==> src/rtl/vga_timing_decoder.sv <==
// Receive-side VGA timing decoder: recovers pixel coordinates from sync/blank,
// measures line and frame timing, locks to the nominal mode and checksums each frame.
module vga_timing_decoder #(
  parameter int H_TOTAL     = 800,
  parameter int V_TOTAL     = 525,
  parameter int H_ACTIVE    = 640,
  parameter int V_ACTIVE    = 480,
  parameter int LOCK_FRAMES = 2
) (
  input  logic        clock_i,
  input  logic        reset_i,
  input  logic        hsync_n_i,
  input  logic        vsync_n_i,
  input  logic        blank_n_i,
  input  logic [7:0]  red_i,
  input  logic [7:0]  green_i,
  input  logic [7:0]  blue_i,
  output logic [9:0]  x_pixel_coord_o,
  output logic [9:0]  y_pixel_coord_o,
  output logic        pixel_valid_o,
  output logic [11:0] line_period_o,
  output logic [10:0] frame_lines_o,
  output logic [15:0] frame_checksum_o,
  output logic        frame_done_o,
  output logic        locked_o,
  output logic        timing_error_o
);

  typedef enum logic [1:0] {SEARCH, MEASURE, LOCKED} state_t;

  function automatic logic [11:0] sat_inc12(input logic [11:0] v);
    return (v == 12'hfff) ? v : v + 12'd1;
  endfunction

  function automatic logic [10:0] sat_inc11(input logic [10:0] v);
    return (v == 11'h7ff) ? v : v + 11'd1;
  endfunction

  logic        hs_p0, vs_p0, vld_p0;
  logic        hs_p1, vs_p1, vld_p1;
  logic [7:0]  r_p0, g_p0, b_p0;

  logic [11:0] h_cnt;
  logic [10:0] line_cnt, px_cnt, y_cnt;
  logic [15:0] acc;

  state_t      state_q, state_d;
  logic [3:0]  good;
  logic        armed, h_valid, bad_q, err_q, done_q;

  logic        hs_edge, vs_edge, act_rise, act_fall;
  logic [11:0] h_period;
  logic [10:0] act_lines;
  logic [15:0] px_sum, acc_next;
  logic [4:0]  good_inc;
  logic        line_bad, px_bad, frm_bad, any_bad, frame_ok, measure_entry;

  // Stage p0: input register; p1 holds the previous p0 sample for edge detection
  always_ff @(posedge clock_i or posedge reset_i) begin
    if (reset_i) begin
      hs_p0  <= 1'b0;
      vs_p0  <= 1'b0;
      vld_p0 <= 1'b0;
      hs_p1  <= 1'b0;
      vs_p1  <= 1'b0;
      vld_p1 <= 1'b0;
    end else begin
      hs_p0  <= hsync_n_i;
      vs_p0  <= vsync_n_i;
      vld_p0 <= blank_n_i;
      hs_p1  <= hs_p0;
      vs_p1  <= vs_p0;
      vld_p1 <= vld_p0;
    end
  end

  always_ff @(posedge clock_i) begin
    r_p0 <= red_i;
    g_p0 <= green_i;
    b_p0 <= blue_i;
  end

  always_comb begin
    hs_edge       = hs_p1 & ~hs_p0;
    vs_edge       = vs_p1 & ~vs_p0;
    act_rise      = ~vld_p1 & vld_p0;
    act_fall      = vld_p1 & ~vld_p0;
    h_period      = sat_inc12(h_cnt);
    act_lines     = act_fall ? sat_inc11(y_cnt) : y_cnt;
    px_sum        = 16'(r_p0) + 16'(g_p0) + 16'(b_p0);
    acc_next      = acc + (vld_p0 ? px_sum : 16'd0);
    good_inc      = {1'b0, good} + 5'd1;
    // The first line closed after entering MEASURE started before measurement did
    line_bad      = hs_edge & h_valid & (h_period != 12'(H_TOTAL));
    px_bad        = act_fall & (px_cnt != 11'(H_ACTIVE));
    frm_bad       = vs_edge & ((line_cnt != 11'(V_TOTAL)) | (act_lines != 11'(V_ACTIVE)));
    any_bad       = line_bad | px_bad | frm_bad;
    frame_ok      = ~(bad_q | any_bad);
    measure_entry = (state_d == MEASURE) && (state_q != MEASURE);
  end

  // Stage p1 -> outputs: measurement counters and registered results
  always_ff @(posedge clock_i or posedge reset_i) begin
    if (reset_i) begin
      h_cnt            <= '0;
      line_cnt         <= '0;
      px_cnt           <= '0;
      y_cnt            <= '0;
      acc              <= '0;
      line_period_o    <= '0;
      frame_lines_o    <= '0;
      frame_checksum_o <= '0;
      pixel_valid_o    <= 1'b0;
      x_pixel_coord_o  <= '0;
      y_pixel_coord_o  <= '0;
    end else begin
      if (hs_edge) begin
        h_cnt         <= '0;
        line_period_o <= h_period;
      end else begin
        h_cnt <= sat_inc12(h_cnt);
      end

      // A coincident hsync is counted as the first line of the new frame
      if (vs_edge) begin
        frame_lines_o <= line_cnt;
        line_cnt      <= hs_edge ? 11'd1 : 11'd0;
      end else if (hs_edge) begin
        line_cnt <= sat_inc11(line_cnt);
      end

      if (act_rise)    px_cnt <= 11'd1;
      else if (vld_p0) px_cnt <= sat_inc11(px_cnt);

      if (vs_edge)       y_cnt <= '0;
      else if (act_fall) y_cnt <= sat_inc11(y_cnt);

      if (vs_edge) begin
        frame_checksum_o <= acc_next;
        acc              <= '0;
      end else begin
        acc <= acc_next;
      end

      pixel_valid_o <= vld_p0;
      if (vld_p0) begin
        x_pixel_coord_o <= act_rise ? 10'd0 : px_cnt[9:0];
        y_pixel_coord_o <= vs_edge ? 10'd0 : y_cnt[9:0];
      end
    end
  end

  always_ff @(posedge clock_i or posedge reset_i) begin
    if (reset_i) state_q <= SEARCH;
    else         state_q <= state_d;
  end

  always_comb begin
    state_d = state_q;
    case (state_q)
      SEARCH:  if (vs_edge) state_d = MEASURE;
      MEASURE: if (vs_edge && frame_ok && (good_inc == 5'(LOCK_FRAMES))) state_d = LOCKED;
      LOCKED:  if (any_bad) state_d = MEASURE;
      default: state_d = SEARCH;
    endcase
  end

  // Lock bookkeeping; armed suppresses frame_done on the first vsync after reset or loss of lock
  always_ff @(posedge clock_i or posedge reset_i) begin
    if (reset_i) begin
      good    <= '0;
      armed   <= 1'b0;
      h_valid <= 1'b0;
      bad_q   <= 1'b0;
      err_q   <= 1'b0;
      done_q  <= 1'b0;
    end else begin
      case (state_q)
        SEARCH:  if (vs_edge) good <= '0;
        MEASURE: if (vs_edge) good <= frame_ok ? good_inc[3:0] : 4'd0;
        LOCKED:  if (any_bad) good <= '0;
        default: good <= '0;
      endcase

      if ((state_q == LOCKED) && any_bad) armed <= 1'b0;
      else if (vs_edge)                   armed <= 1'b1;

      if (measure_entry) h_valid <= 1'b0;
      else if (hs_edge)  h_valid <= 1'b1;

      if (vs_edge)                bad_q <= 1'b0;
      else if (line_bad | px_bad) bad_q <= 1'b1;

      err_q  <= (state_q == LOCKED) && any_bad;
      done_q <= vs_edge && armed;
    end
  end

  always_comb begin
    locked_o       = (state_q == LOCKED);
    timing_error_o = err_q;
    frame_done_o   = done_q;
  end

endmodule

==> config.mk <==
export PLATFORM = sky130hd
export DESIGN_NAME = vga_timing_decoder
export DESIGN_NICKNAME = d
export VERILOG_FILES = /design/src/rtl/vga_timing_decoder.sv
export SDC_FILE = /design/constraint.sdc
export NUM_CORES = 1
export LEC_CHECK = 0
export ABC_AREA = 0
export BUFFER_PORTS_ARGS = -buffer_cell sky130_fd_sc_hd__buf_2
export CORE_MARGIN = 3
export CORE_UTILIZATION = 45
export CTS_BUF_LIST = sky130_fd_sc_hd__clkbuf_16
export DETAILED_ROUTE_END_ITERATION = 12
export PLACE_DENSITY = 0.64
export SYNTH_ARGS = -nofsm -noshare
export SYNTH_HDL_FRONTEND = slang
export SYNTH_SLANG_ARGS = --single-unit
==> constraint.sdc <==
create_clock -name clock_i -period 4.35 [get_ports clock_i]
set_input_delay 0.435 -clock clock_i [delete_from_list [all_inputs] [get_ports clock_i]]
set_output_delay 0.435 -clock clock_i [all_outputs]
set_load 0.01 [all_outputs]
After elaboration in Yosys (flattened, before gate mapping)
Index checks and enable logic that the tools add are counted.

Flip-flop bits (word level): 161. Bits in latches: 0. RAM bits: 0. Memory bits (read-only): 0. Output and inout port bits: 63. Word-level logic and storage cells: 114. Memories kept: 0.

$add $sub $neg: 8. Multiply operators: 0. Divide/modulo/power cells: 0. $lt $le $gt $ge: 0. Eq/ne operators: 18. Shift operators: 0. Muxes and demuxes: 31. Bitwise operators: 17. Reduce and logical (&&, ||, !) cells: 14.

Operators by type and width (number): 2-to-1 mux 11 bit (9); adder 11 x 1 -> 11 bit (second input constant) (3); == test 11 bit (second input constant) (3); 2-to-1 mux 10 bit (3); 2-to-1 mux 12 bit (2); != test 11 x 10 -> 1 bit (second input constant) (2); adder 16 x 10 -> 16 bit (1); 2-to-1 mux 16 bit (1); 2-to-1 mux 4 bit (4); adder 12 x 1 -> 12 bit (second input constant) (1); == test 12 bit (second input constant) (1); != test 12 x 10 -> 1 bit (second input constant) (1); case mux 4 bit (3 select lines) (1); != test 11 x 9 -> 1 bit (second input constant) (1); adder 9 x 8 -> 10 bit (1); nonzero test 2 bit (5); adder 8 x 8 -> 9 bit (1); AND 1 bit (8); != test 2 bit (second input constant) (4); 2-to-1 mux 1 bit (7); 2-to-1 mux 2 bit (3); case mux 2 bit (3 select lines) (1); adder 4 x 1 -> 5 bit (second input constant) (1); == test 5 x 2 -> 1 bit (second input constant) (1); other kinds (9) (23).

Depth between registers and ports, before layout
Depth in word-level cells: 16. Gate-level depth with buffers: 19. Gate-level depth less buffers: 19.

Worst setup path before layout
Ideal clock, no wire load.

Kind: reg2reg. Start point: register r_p0[1]. End point: register frame_checksum_o[14]. Setup time: 0.133 ns. Data arrival time: 3.314 ns. Required time: 4.217 ns. Slack: 0.903 ns. Cell stages (with the launch flop): 18. Cells stage by stage: dfxtp_1 fa_1 ha_1 inv_1 fa_1 nor2b_1 o21ai_0 nand2b_1 xnor2_1 nor2_1 ha_1 nand3_1 o2111ai_1 o211ai_1 o21ai_0 nand3_1 xor2_1 o21ai_0.

Cells in the longest elaborated chain, start to end: 4.

RTL lines: start, declared (RTL line 41) `logic [7:0] r_p0, g_p0, b_p0;`; start signal, assigned (RTL line 78) `r_p0 <= red_i;`; adder 8 x 8 -> 9 bit (RTL line 90) `px_sum = 16'(r_p0) + 16'(g_p0) + 16'(b_p0);`; adder 9 x 8 -> 10 bit (RTL line 90); 2-to-1 mux 10 bit (RTL line 91) `acc_next = acc + (vld_p0 ? px_sum : 16'd0);`; adder 16 x 10 -> 16 bit (RTL line 91); end signal, assigned (RTL line 139) `frame_checksum_o <= acc_next;`; end, declared (RTL line 23) `output logic [15:0] frame_checksum_o,`.

Every way passes these cells. A chain may end at the register's enable or synchronous reset.

Worst setup path in the final report
Start point: register r_p0[2]. End point: register frame_checksum_o[15].

The elaborated chain is that of the path after synthesis.

==> impl_metrics.ini <==
[critical_path]
crit_fanout = 4
timing.rr.start = r_p0[2]
rrSetupSlack_ns = 0.54
reg2reg_depth = 16
required_ns = 4.65
end_kind = flip-flop
startpoint = r_p0[2]
worstPathArrival_ns = 4.11
endpoint = frame_checksum_o[15]
start_kind = flip-flop
timing.rr.end = frame_checksum_o[15]
critPathKind = reg2reg

[cts]
clock_latency_ns = 0.43
cts_buffer_depth = 2
clock-root-buffer = clkbuf_16
cts_buffers = 17
cts_tree = yes
hold_buffers = 0
clock_sinks = 161
clk_pin_slew_worst_paths_ns = 0.06
cts-resized-gates = 0
cts_setup_buffers = 0
htree_levels = 4

[min_path]
hold_path.class = in2reg
worstHoldStart = red_i[5]

[die]
dieArea_mm2 = 0.0183
start_util_pct = 46.6
die_h_um = 135
fp.coreArea_mm2 = 0.0161
num_rows = 46
die_w_um = 135
ios = 92

[route]
wl_per_cell_um = 14.9
drt_iter0_drc = 447
antenna_left = 0
drc = 0
drtPass1Iterations = 5
via_count = 5669
viasPerCell = 5.35
drt_wl_total_um = 15800

[pwr]
pwr-share-clk_pct = 36.0
sw_frac_of_total_pct = 30.7
p_int_w = 0.00280
leakage_nw = 4.09
pwr-share-seq_pct = 44.1
peakVddDrop_mv = 0.306
p_sw_w = 0.00124
p_per_area_mw_per_mm2 = 465
comb_power_share_pct = 19.9

[sta]
clock_skew_ns = 0.00944
relSlewSlack_pct = 42.2
rsz0062_at_grt = no
fmax_mhz = 262
tightestPinTransition_ns = 0.867
hold_violations = 0
setup_viol = 0
maxSlewViolCount = 0
period_needed_ns = 3.81
period_share_pct = 87.6
final.setup.tns_ns = 0

[yosys]
ys_async_sr_fraction_pct = 85.1
syn_inst = 749
synth_area_leaders = dfrtp_1, dfxtp_1, nand2_1, ha_1, nor2_1
syn_nets = 813
yosysTopAreaCellShare_pct = 45.7
synth.distinct_cells = 66
synth_top_area_cell = dfrtp_1
ys_ff_latch = 161
synth_edf_count = 0
ys.flop_type = dfrtp_1
synth_area_mm2 = 0.00751
avgSynthCellArea_um2 = 10.0
yosysWarnings = 0
synth_seq_area_share_pct = 52.1

[placement]
place_area_mm2 = 0.00812
placedCellCount = 1027
port_buffers = 91
place.gp.congestion = 0.854
dp_hpwl_um = 11100

[final_layout]
area_growth_pct = 15.9
fin_nets = 894
layout.cells.non_filler = 1059
final_common_cell = dfrtp_1
diodes = 0
final_layout_size_suffix_gt1_share_pct = 17.4
design_area_mm2 = 0.00870
layout_common_cells = dfrtp_1, nand2_1, buf_2, nor2_1, o21ai_0

[grt]
antenna_found_initial = 0
grt.overflow.total = 0
grt_pass1_vias = 5673
grt_pass1_wl_um = 27100
grtUsageTotal_pct = 18.4
grt_max_degree = 63

[flow_run]
maxCapViolCount = 0

[run_status]
status = finished clean
==> metrics by stage <==
step                utilization (%)  hold slack [ns]  total power, W  worst slack [ns]
floorplan                         -            0.349         0.00236             0.247
global placement               50.4            0.377         0.00258             0.655
detailed placement             50.4            0.389         0.00262             0.532
CTS                            54.0           0.0847         0.00409             0.532
global route                   54.0           0.0787         0.00429             0.151
finish                         54.0            0.103         0.00405             0.540
==> power groups by stage <==
stage               Combinational, W  Sequential (W)  Clock (W)
floorplan                   0.000545         0.00182          0
global placement            0.000778         0.00180          0
detailed placement          0.000808         0.00181          0
CTS                         0.000817         0.00179    0.00149
global route                0.000928         0.00181    0.00155
finish                      0.000806         0.00179    0.00146
==> synth_stat cells, types with 2 or more instances <==
cell type	n
nor4_1	2
a211oi_1	4
dfrtp_1	137
nor2_1	70
a41o_1	2
a31o_2	2
xnor2_1	18
a31oi_1	4
o2bb2ai_1	20
o2111ai_1	4
nand4_1	9
fa_1	10
nor2b_1	6
a21oi_1	21
ha_1	25
buf_6	4
nand3_1	38
nor3_1	13
nand2b_1	9
inv_1	20
o21bai_1	2
o22ai_1	3
xor2_1	20
a22o_1	2
mux2i_1	4
dfxtp_1	24
and2_1	11
buf_1	5
buf_2	6
o21ai_0	50
o211ai_1	4
clkbuf_1	19
and3_1	7
and4_1	2
a21o_1	7
a41oi_1	4
nand2_1	123
o31ai_1	6
or3_1	5
==> cell type report <==
cell class              instances  area (um^2)
clock buffers                  19          475
clock inverters                13          108
fillers                      1469         7410
inverters                      21         81.3
multi-input cells             532         3360
flip-flops and latches        161         3910
well taps                     216          270
repair buffers                 97          500
==> state kept, by name, indices dropped and copies added, names as in the netlist, 11 cells and up <==
signal,count
y_cnt,11
line_period_o,12
frame_checksum_o,16
frame_lines_o,11
acc,16
px_cnt,11
line_cnt,11
h_cnt,12
==> cell families after synthesis <==
logic type	after synthesis	synth area share, %
flops	161	52.1
mux	5	0.683
simple gates	306	18.8
compound gates	148	13.9
fa+ha+maj	35	6.83
xor+xnor	38	4.43
buf+inv	56	3.32
==> per-layer routing <==
metal	global-route usage, %	wire length [um]
met3	4.05	666
met5	0	0
met4	6.94	326
met1	24.8	7480
met2	29.2	7300
==> worst max-delay path, stage by stage (launching register included) <==
cell      delay [ns]
dfxtp_1         0.32
fa_1            0.50
ha_1            0.32
a21o_1          0.19
a21oi_1         0.21
o21bai_1        0.09
a21oi_1         0.22
o21ai_0         0.16
xnor2_1         0.18
nor2_1          0.08
ha_1            0.36
a21o_1          0.20
a41oi_1         0.29
o21bai_1        0.15
nand4_1         0.12
xor2_1          0.20
o21ai_0         0.09
==> worst min path at each step <==
stage / end / cells after the start
after floorplan: pixel_valid_o / 0
after global placement: hs_p1 / 0
after detailed placement: hs_p1 / 0
after CTS: r_p0[5] / 1
after global routing: r_p0[5] / 1
final: r_p0[5] / 1
(Power assumes the default switching activity.)
